File: config.mk
export PLATFORM = sky130hd
export DESIGN_NAME = oc8051_cxrom_prefetch
export DESIGN_NICKNAME = d
export VERILOG_FILES = /design/src/rtl/oc8051_cxrom_prefetch_pkg.sv /design/src/rtl/oc8051_pf_bytebuf.sv /design/src/rtl/oc8051_cxrom_prefetch.sv
export SDC_FILE = /design/constraint.sdc
export NUM_CORES = 1
export LEC_CHECK = 0
export CORE_MARGIN = 1.5
export CORE_UTILIZATION = 47
export DETAILED_ROUTE_END_ITERATION = 10
export GPL_ROUTABILITY_DRIVEN = 0
export MAX_ROUTING_LAYER = met4
export PLACE_DENSITY = 0.78
export SLEW_MARGIN = 10
export SYNTH_ARGS = -nofsm -noshare
export SYNTH_HDL_FRONTEND = slang
export SYNTH_SLANG_ARGS = --single-unit
File: constraint.sdc
create_clock -name clk -period 6.2 [get_ports clk]
set_input_delay 1.55 -clock clk [delete_from_list [all_inputs] [get_ports clk]]
set_output_delay 1.55 -clock clk [all_outputs]
set_load 0.1 [all_outputs]
File: src/rtl/oc8051_cxrom_prefetch_pkg.sv
// oc8051_cxrom_prefetch_pkg: shared fetch constants for the code-ROM prefetcher.
package oc8051_cxrom_prefetch_pkg;
    localparam int FETCH_BYTES = 4;
    localparam int OP_MAX = 3;
    localparam int DEPTH_DEFAULT = 8;
    localparam logic [15:0] RESET_PC_DEFAULT = 16'h0000;
endpackage

File: src/rtl/oc8051_pf_bytebuf.sv
// oc8051_pf_bytebuf: circular byte queue with a 4-byte write port and 3 read taps at head.
module oc8051_pf_bytebuf
    import oc8051_cxrom_prefetch_pkg::*;
#(
    parameter int DEPTH = DEPTH_DEFAULT,
    localparam int AW = $clog2(DEPTH),
    localparam int CW = AW + 1
) (
    input  logic          clk,
    input  logic          rst,
    input  logic          clr,
    input  logic          wr_en,
    input  logic [31:0]   wr_data,
    input  logic [1:0]    rd_cnt,
    output logic [7:0]    op0,
    output logic [7:0]    op1,
    output logic [7:0]    op2,
    output logic [1:0]    op_cnt,
    output logic [CW-1:0] count
);
    logic [7:0]    mem [DEPTH];
    logic [AW-1:0] head;
    logic [AW-1:0] tail;

    always_ff @(posedge clk) begin
        if (rst || clr) begin
            head  <= '0;
            tail  <= '0;
            count <= '0;
        end else begin
            head  <= head + AW'(rd_cnt);
            tail  <= wr_en ? tail + AW'(FETCH_BYTES) : tail;
            count <= count + (wr_en ? CW'(FETCH_BYTES) : CW'(0)) - CW'(rd_cnt);
        end
    end

    // Storage is not reset: stale bytes are masked by count on the read side.
    always_ff @(posedge clk) begin
        for (int i = 0; i < FETCH_BYTES; i++)
            if (wr_en && !rst && !clr) mem[tail + AW'(i)] <= wr_data[8*i +: 8];
    end

    always_comb begin
        op_cnt = (count >= CW'(OP_MAX)) ? 2'(OP_MAX) : count[1:0];
        op0    = (count > CW'(0)) ? mem[head] : 8'h00;
        op1    = (count > CW'(1)) ? mem[head + AW'(1)] : 8'h00;
        op2    = (count > CW'(2)) ? mem[head + AW'(2)] : 8'h00;
    end
endmodule

File: src/rtl/oc8051_cxrom_prefetch.sv
// oc8051_cxrom_prefetch: code-ROM fetch initiator feeding up to 3 instruction bytes
// per cycle to the decoder, with PC redirect and sticky over-consume error.
module oc8051_cxrom_prefetch
    import oc8051_cxrom_prefetch_pkg::*;
#(
    parameter int DEPTH = DEPTH_DEFAULT,
    parameter logic [15:0] RESET_PC = RESET_PC_DEFAULT
) (
    input  logic        clk,
    input  logic        rst,
    output logic [15:0] cxrom_addr,
    input  logic [31:0] cxrom_data_in,
    input  logic        pc_load,
    input  logic [15:0] pc_new,
    input  logic [1:0]  consume,
    output logic [7:0]  op0,
    output logic [7:0]  op1,
    output logic [7:0]  op2,
    output logic [1:0]  op_cnt,
    output logic [15:0] pc_out,
    output logic        err
);
    localparam int CW = $clog2(DEPTH) + 1;

    logic [15:0]   fetch_addr;
    logic [CW-1:0] count;
    logic          fetch;
    logic          over;
    logic [1:0]    eff;

    // Fetch decision uses the pre-consume count so a full word always fits.
    always_comb begin
        fetch = !pc_load && (count <= CW'(DEPTH - FETCH_BYTES));
        over  = consume > op_cnt;
        eff   = pc_load ? 2'd0 : (over ? op_cnt : consume);
    end

    oc8051_pf_bytebuf #(.DEPTH(DEPTH)) u_buf (
        .clk     (clk),
        .rst     (rst),
        .clr     (pc_load),
        .wr_en   (fetch),
        .wr_data (cxrom_data_in),
        .rd_cnt  (eff),
        .op0     (op0),
        .op1     (op1),
        .op2     (op2),
        .op_cnt  (op_cnt),
        .count   (count)
    );

    always_ff @(posedge clk) begin
        if (rst) begin
            fetch_addr <= RESET_PC;
            pc_out     <= RESET_PC;
            err        <= 1'b0;
        end else if (pc_load) begin
            fetch_addr <= pc_new;
            pc_out     <= pc_new;
        end else begin
            fetch_addr <= fetch ? fetch_addr + 16'(FETCH_BYTES) : fetch_addr;
            pc_out     <= pc_out + 16'(eff);
            err        <= err | over;
        end
    end

    assign cxrom_addr = fetch_addr;
endmodule

==> results of run 1 <==
[final timing paths]
kind	end	slack, ps	startpoint	cells after the start
setup / recovery	op0[4]	1280	u_buf.head[0]$_SDFF_PP0_	6
hold / removal	cxrom_addr[0]$_SDFFE_PP0P_	470	cxrom_addr[0]$_SDFFE_PP0P_	2
setup reg to reg	pc_out[14]$_SDFF_PP0_	2310	u_buf.count[3]$_SDFF_PP0_	13
hold reg to reg	cxrom_addr[0]$_SDFFE_PP0P_	470	cxrom_addr[0]$_SDFFE_PP0P_	2
[worst max-delay path: cells and delay by family, from the launching register on]
kind / cells / cell delay, ps
compound gates: 1 / 160
buf+inv: 2 / 1730
flops: 1 / 330
mux: 2 / 510
simple gates: 1 / 270
[power breakdown]
group / switching (mW) / internal (mW) / leakage, nW
Sequential: 0.0704 / 0.819 / 0.926
Combinational: 1.23 / 0.503 / 1.41
Clock: 0.244 / 0.355 / 0.155
Total: 1.54 / 1.68 / 2.49
[metrics by stage]
step	setup WS (ps)	cells	hold WS, ps	util
final	1280	713	471	0.609
after global routing	1050	713	502	0.609
after CTS	1230	713	476	0.609
after detailed placement	1190	697	465	0.582
after global placement	1360	697	463	0.582
after floorplan	461	450	498	-
[layout make-up]
type                       instances  area share
clock buffer                      10      0.0314
inverter                          29      0.0149
tap                              147      0.0253
clock inverter                     6      0.0124
sequential                       105       0.377
timing repair buffer             124       0.164
multi-input combinational        292       0.375
[registers in the layout, summed over array words and instances, names as in the netlist]
register / flops
cxrom_addr: 16
err: 1
pc_out: 16
u_buf.count: 4
u_buf.head: 3
u_buf.mem: 64
u_buf.tail: 1
[layout by cell type, fill, tap and decap left out, types with 2 or more instances in the layout]
cell             instances
clkdlybuf4s50_1        106
edfxtp_1                64
dfxtp_1                 40
mux4_2                  39
nand2_1                 34
nor2_1                  30
inv_1                   29
a21oi_1                 27
mux2i_1                 24
xnor2_1                 23
buf_4                   18
a21boi_0                12
ha_1                    11
nand3_1                 10
clkbuf_16                9
a21boi_1                 6
a211oi_1                 5
nor3_1                   5
nor4_1                   5
or2_2                    4
and2_1                   4
nand4_1                  4
a31oi_1                  4
o31a_1                   4
or3_1                    3
mux2_2                   3
xor2_1                   3
and3_1                   3
and3b_1                  3
nor4_4                   3
fa_1                     3
o22ai_1                  2
and4_1                   2
nor4b_4                  2
nor3b_2                  2
clkinv_4                 2
bufinv_16                2
[per-layer routing]
layer	up-vias	part of all wire
met4	0	0.017
met1	2010	0.41
met2	162	0.52
li1	1905	-
met5	-	0
met3	17	0.060
[cell families after synthesis]
kind of cell | share of synthesized area
simple gates | 0.129
fa+ha+maj | 0.0345
xor+xnor | 0.0398
compound gates | 0.0719
buf+inv | 0.0446
flops | 0.479
mux | 0.201
==> metrics.md, run 1 <==
| Metric | Value |
|---|---|
| Synthesized netlist cell count | 450 |
| Top cells by instance count after synthesis | edfxtp_1, dfxtp_1, mux4_2, nand2_1, nor2_1 |
| Clock tree from TritonCTS | done |
| Number of synthesized flops with an enable pin | 64 |
| # H-tree levels | 3 |
| Total via count in the routed design | 4094 |
| Slew at the pin closest to its max-slew limit | 1040 ps |
| Share of synthesized flip-flops with an asynchronous set or reset | 0 |
| Starting utilization of the core area | 0.478 |
| Setup violators final | 0 |
| Portion of the clock cycle consumed by the worst path in the final layout | 0.794 |
| Ports placed on the boundary | 112 |
| Overall power of the completed layout | 3.22 mW |
| Worst clock skew on the final layout | 11.0 ps |
| Remaining max-slew budget at the tightest pin | 0.304 |
| Worst min path class | reg -> reg |
| Placed standard-cell area | 6960 µm² |
| Maximum clock path buffer count | 2 |
| Number of nets at the end of the flow | 628 |
| Number of global-route vias before repair | 4139 |
| #FFs+latches synth | 105 |
| Clock transition at path regs | 70 ps |
| Routed Antenna Nets | 0 |
| Violation count after the first detailed-routing iteration | 262 |
| Crit-path max FO | 46 |
| Max incr delay on CP | 1160 ps |
| Most area-consuming cells after synthesis | edfxtp_1, mux4_2, dfxtp_1, mux2i_1, xnor2_1 |
| Number of nets produced by synthesis | 517 |
| Total clock sinks | 105 |
| Kind of critical path | reg -> out |
| Insertion delay to the later sink of the worst-skew pair | 350 ps |
| Count of inserted antenna diode cells | 0 |
| Critical Path Source Type | flop |
| Full die area | 12800 µm² |
| Pwr Density | 442 nW/µm² |
| Warning count from the yosys run | 0 |
| Sequential cell area | 2740 µm² |
| Avg WL per Cell | 19.0 µm |
| Pin count of the biggest net entering global routing | 47 |
| Total negative setup slack | 0 ps |
| Synth unique cells | 48 |
| Max Cap Violations | 0 |
| Area used by multi-input combinational logic | 2730 µm² |
| Proportion of layout cells with a drive suffix above 1 | 0.164 |
| Cts bufs inserted | 9 |
| Synth top area share | 0.336 |
| Number of antenna violations at the first check in global routing | 0 |
| Library cell occupying the most area in the post-synthesis netlist | edfxtp_1 |
| Final worst path period need | 4920 ps |
| Vias per inst | 5.74 |
| Die extent in y | 113 µm |
| Setup Fix Bufs, Post-CTS | 0 |
| Setup crit end kind | output port |
| Max Freq | 203 MHz |
| IO buf count | 111 |
| Global Route met3 Usage | 0.0364 |
| Status | complete, no violations |
| Post-DP HPWL | 9.64 mm |
| Finished layout cell area | 7280 µm² |
| Overall die width | 113 µm |
| Setup repair after global routing missed its margin | false |
| Total Routing Usage GR | 0.225 |
| Cell-by-cell listing of the critical path | buf_4, mux2i_1, mux2_2, or2_2, a21oi_1, clkdlybuf4s50_1 |
| Area of the core region | 12000 µm² |
| Resized Gates After CTS | 0 |
| Final-report max-slew violation count | 0 |
| Post-synthesis average cell area | 12.7 µm² |
| Most frequently used flop master after synthesis | edfxtp_1 |
| Slowest-stage cell, CP | clkdlybuf4s50_1 |
| Met2 usage | 0.390 |
| Post-CTS Hold Buffers | 0 |
| Area overhead of the layout relative to synthesis | 27.3% |
| Global-route track usage on met1 | 0.271 |
| Leak pwr | 2.49 nW |
| GRT overflow | 0 |
| DRC violation count after routing | 0 |
| Required time of the critical path | 4650 ps |
| Part of the Yosys area used for sequential elements | 0.479 |
| Number of failing hold endpoints at the final stage | 0 |
| First-pass GRT wire length | 21.5 mm |
| Maximum resistive drop on vdd | 157 µV |
| Master cell of the clock root buffer | clkbuf_16 |
| Arrival @ worst endpoint | 3370 ps |
| Number of rows in the core area | 40 |
| Overall routed net length | 13.5 mm |
| Library cell with the highest instance count after synthesis | edfxtp_1 |
| Final-layout fill cell count | 944 |
| Detailed-router iteration count before antenna repair | 4 |
| Global route hottest layer | met2 |
| Combined area of all synthesized cells | 5720 µm² |
Power figures use the tool's default switching activity.
==> run 2: changes to the inputs <==
Settings changed: PLACE_DENSITY 0.78 to 0.81.
Clock period 6.2 ns to 4.3 ns, I/O delays scaled along.
==> run 2 against run 1 <==
  * Count of clock-buffer cells in the layout grew 4
  * Die area did not move
  * Core utilization increased by 0.25 points
  * Register-to-register slack worse by 1900 ps
  * Flip-flop and latch count is the same
  * Clock power up 31%
==> metrics.md, run 2 (same netlist as run 1, synthesis figures left out) <==
| Metric | Value |
|---|---|
| Status | complete, no violations (unchanged) |
| First-pass GRT wire length | 21.9 mm (was 21.5 mm) |
| Full die area | 12800 µm² (unchanged) |
| Number of flip-flops in the largest register | 64 (unchanged) |
| Arrival @ worst endpoint | 4120 ps (was 3370 ps) |
| DRC violation count after routing | 0 (unchanged) |
| Crit-path max FO | 4 (was 46) |
| Cell-by-cell listing of the critical path | clkdlybuf4s50_1, inv_1, ha_1, inv_1, o22ai_1, nor2_1, a211oi_1, ha_1, inv_1, fa_1, nand3b_1, nor4_1, xnor2_1, a21boi_1 (was buf_4, mux2i_1, mux2_2, or2_2, a21oi_1, clkdlybuf4s50_1) |
| Leak pwr | 2.55 nW (was 2.49 nW) |
| Avg WL per Cell | 18.9 µm (was 19.0 µm) |
| Placed standard-cell area | 7030 µm² (was 6960 µm²) |
| Final worst path period need | 3900 ps |
| Resized Gates After CTS | 0 (unchanged) |
| Worst-case setup margin in the final layout | 402 ps (was 1280 ps) |
| Smallest hold slack | 476 ps (was 471 ps) |
| Slowest-stage cell, CP | clkdlybuf4s50_1 (unchanged) |
| Top cell by count, worst path | inv_1 |
| Required time of the critical path | 4520 ps (was 4650 ps) |
| Top register by number of flip-flops | u_buf.mem (unchanged) |
| Startpoint of the worst-slack reg-to-reg timing path | u_buf.count[1]$_SDFF_PP0_ (was u_buf.count[3]$_SDFF_PP0_) |
| Insertion delay to the later sink of the worst-skew pair | 340 ps (was 350 ps) |
| Area overhead of the layout relative to synthesis | 27.8% (was 27.3%) |
| Final-report max-slew violation count | 0 (unchanged) |
| Worst min path class | reg -> reg (unchanged) |
| Leading cell types in the layout, fill and taps excluded | clkdlybuf4s50_1, edfxtp_1, dfxtp_1, mux4_2, nand2_1 (unchanged) |
| Remaining max-slew budget at the tightest pin | 0.334 (was 0.304) |
| Worst-case setup slack after placement | 56.7 ps (was 1190 ps) |
| Inst Count DP | 698 (was 697) |
| Cell count of the worst hold path | 2 (unchanged) |
| Pwr Density | 636 nW/µm² (was 442 nW/µm²) |
| Logic depth of the worst path, buffers included | 14 (was 6) |
| Critical Path Source Type | input port (was flop) |
| Post-CTS Hold Buffers | 0 (unchanged) |
| Ports placed on the boundary | 112 (unchanged) |
| Util after Layout | 0.611 (was 0.609) |
| GRT overflow | 0 (unchanged) |
| Worst Hold Launch | cxrom_addr[0]$_SDFFE_PP0P_ (unchanged) |
| R2R cell count | 14 (was 13) |
| Overall power of the completed layout | 4.65 mW (was 3.22 mW) |
| Total clock sinks | 105 (unchanged) |
| Count of non-filler cells in the finished layout | 714 (was 713) |
| Slew at the pin closest to its max-slew limit | 995 ps (was 1040 ps) |
| Number of global-route vias before repair | 4242 (was 4139) |
| Post-DP HPWL | 9.81 mm (was 9.64 mm) |
| Worst clock skew on the final layout | 7.40 ps (was 11.0 ps) |
| Setup crit end kind | flop (was output port) |
| Clock transition at path regs | 70 ps (about the same) |
| Vias per inst | 5.74 (about the same) |
| Most frequent standard cell in the layout excluding fill and tap cells | clkdlybuf4s50_1 (unchanged) |
| R2R Setup Slk | 440 ps (was 2310 ps) |
| Maximum resistive drop on vdd | 267 µV (was 157 µV) |
| Category of cells accounting for the largest share of critical-path delay | adder cells (was buffers and inverters) |
| Clock tree from TritonCTS | done (unchanged) |
| Routed Antenna Nets | 0 (unchanged) |
| IO buf count | 111 (unchanged) |
| CP Buf/Inv Count | 4 (was 2) |
| Starting utilization of the core area | 0.478 (unchanged) |
| Count of inserted antenna diode cells | 0 (unchanged) |
| Area of the core region | 12000 µm² (unchanged) |
| Hold endpoint | cxrom_addr[0]$_SDFFE_PP0P_ (unchanged) |
| Total via count in the routed design | 4101 (was 4094) |
| Cts bufs inserted | 9 (unchanged) |
| Die extent in y | 113 µm (unchanged) |
| Detailed-router iteration count before antenna repair | 6 (was 4) |
| Number of rows in the core area | 40 (unchanged) |
| Number of nets at the end of the flow | 629 (was 628) |
| Number of antenna violations at the first check in global routing | 0 (unchanged) |
| Setup repair after global routing missed its margin | false (unchanged) |
| Max Cap Violations | 0 (unchanged) |
| # H-tree levels | 3 (unchanged) |
| Pin count of the biggest net entering global routing | 36 (was 47) |
| Total Routing Usage GR | 0.229 (was 0.225) |
| Number of failing hold endpoints at the final stage | 0 (unchanged) |
| Max Freq | 257 MHz |
| Finished layout cell area | 7310 µm² (was 7280 µm²) |
| Setup violators final | 0 (unchanged) |
| FF-to-FF End | pc_out[14]$_SDFF_PP0_ (unchanged) |
| Portion of the clock cycle consumed by the worst path in the final layout | 0.907 |
| Total negative setup slack | 0 ps (unchanged) |
| Maximum clock path buffer count | 2 (unchanged) |
| Violation count after the first detailed-routing iteration | 258 (was 262) |
| Max incr delay on CP | 480 ps (was 1160 ps) |
| Kind of critical path | in -> reg (was reg -> out) |
| Overall die width | 113 µm (unchanged) |
| Overall routed net length | 13.5 mm (about the same) |
| Proportion of layout cells with a drive suffix above 1 | 0.201 (was 0.164) |
| Master cell of the clock root buffer | clkbuf_16 (unchanged) |
| Setup Fix Bufs, Post-CTS | 0 (unchanged) |
## run 2: cell types whose count changed in the layout (fill, tap and decap cells not counted), sizes merged
| cell | delta |
|---|---|
| inv | -1 |
| clkbuf | +4 |
| clkinv | -1 |
| buf | +22 |
| bufinv | -2 |
| clkdlybuf4s50 | -21 |
## run 2: layout make-up
type                       instances  area [µm²]
tap                              147         184
clock buffer                      14         275
sequential                       105        2740
inverter                          29         109
timing repair buffer             125        1250
fill                             920        4650
multi-input combinational        292        2740
clock inverter                     2        10.0
## run 2: how the worst max path moves through the flow
stage | from | to | slack (ps)
finish | consume[0] | pc_out[14]$_SDFF_PP0_ | 400
global route | u_buf.count[1]$_SDFF_PP0_ | pc_out[12]$_SDFF_PP0_ | 70
CTS | consume[0] | pc_out[14]$_SDFF_PP0_ | 400
detailed placement | consume[0] | pc_out[14]$_SDFF_PP0_ | 60
global placement | consume[0] | pc_out[14]$_SDFF_PP0_ | 140
floorplan | u_buf.count[3]$_SDFF_PP0_ | op0[3] | 200
## run 2: power by group
| part | internal (mW) | switching [mW] | total, mW |
|---|---|---|---|
| Sequential | 1.18 | 0.106 | 1.29 |
| Clock | 0.443 | 0.344 | 0.786 |
| Combinational | 0.787 | 1.79 | 2.58 |
| Total | 2.41 | 2.24 | 4.65 |
## run 2: per-layer routing
metal | up-vias | track usage | routed length [µm]
met2 | 165 | 0.375 | 6810
met1 | 2004 | 0.285 | 5540
met4 | 0 | 0.0850 | 302
li1 | 1908 | - | -
met3 | 24 | 0.0461 | 881
met5 | - | - | 0
## run 2: tightest hold or removal path, stage by stage, from the launching register on
cell     delay (ps)
dfxtp_1         310
nand2_1          60
a21oi_1          60
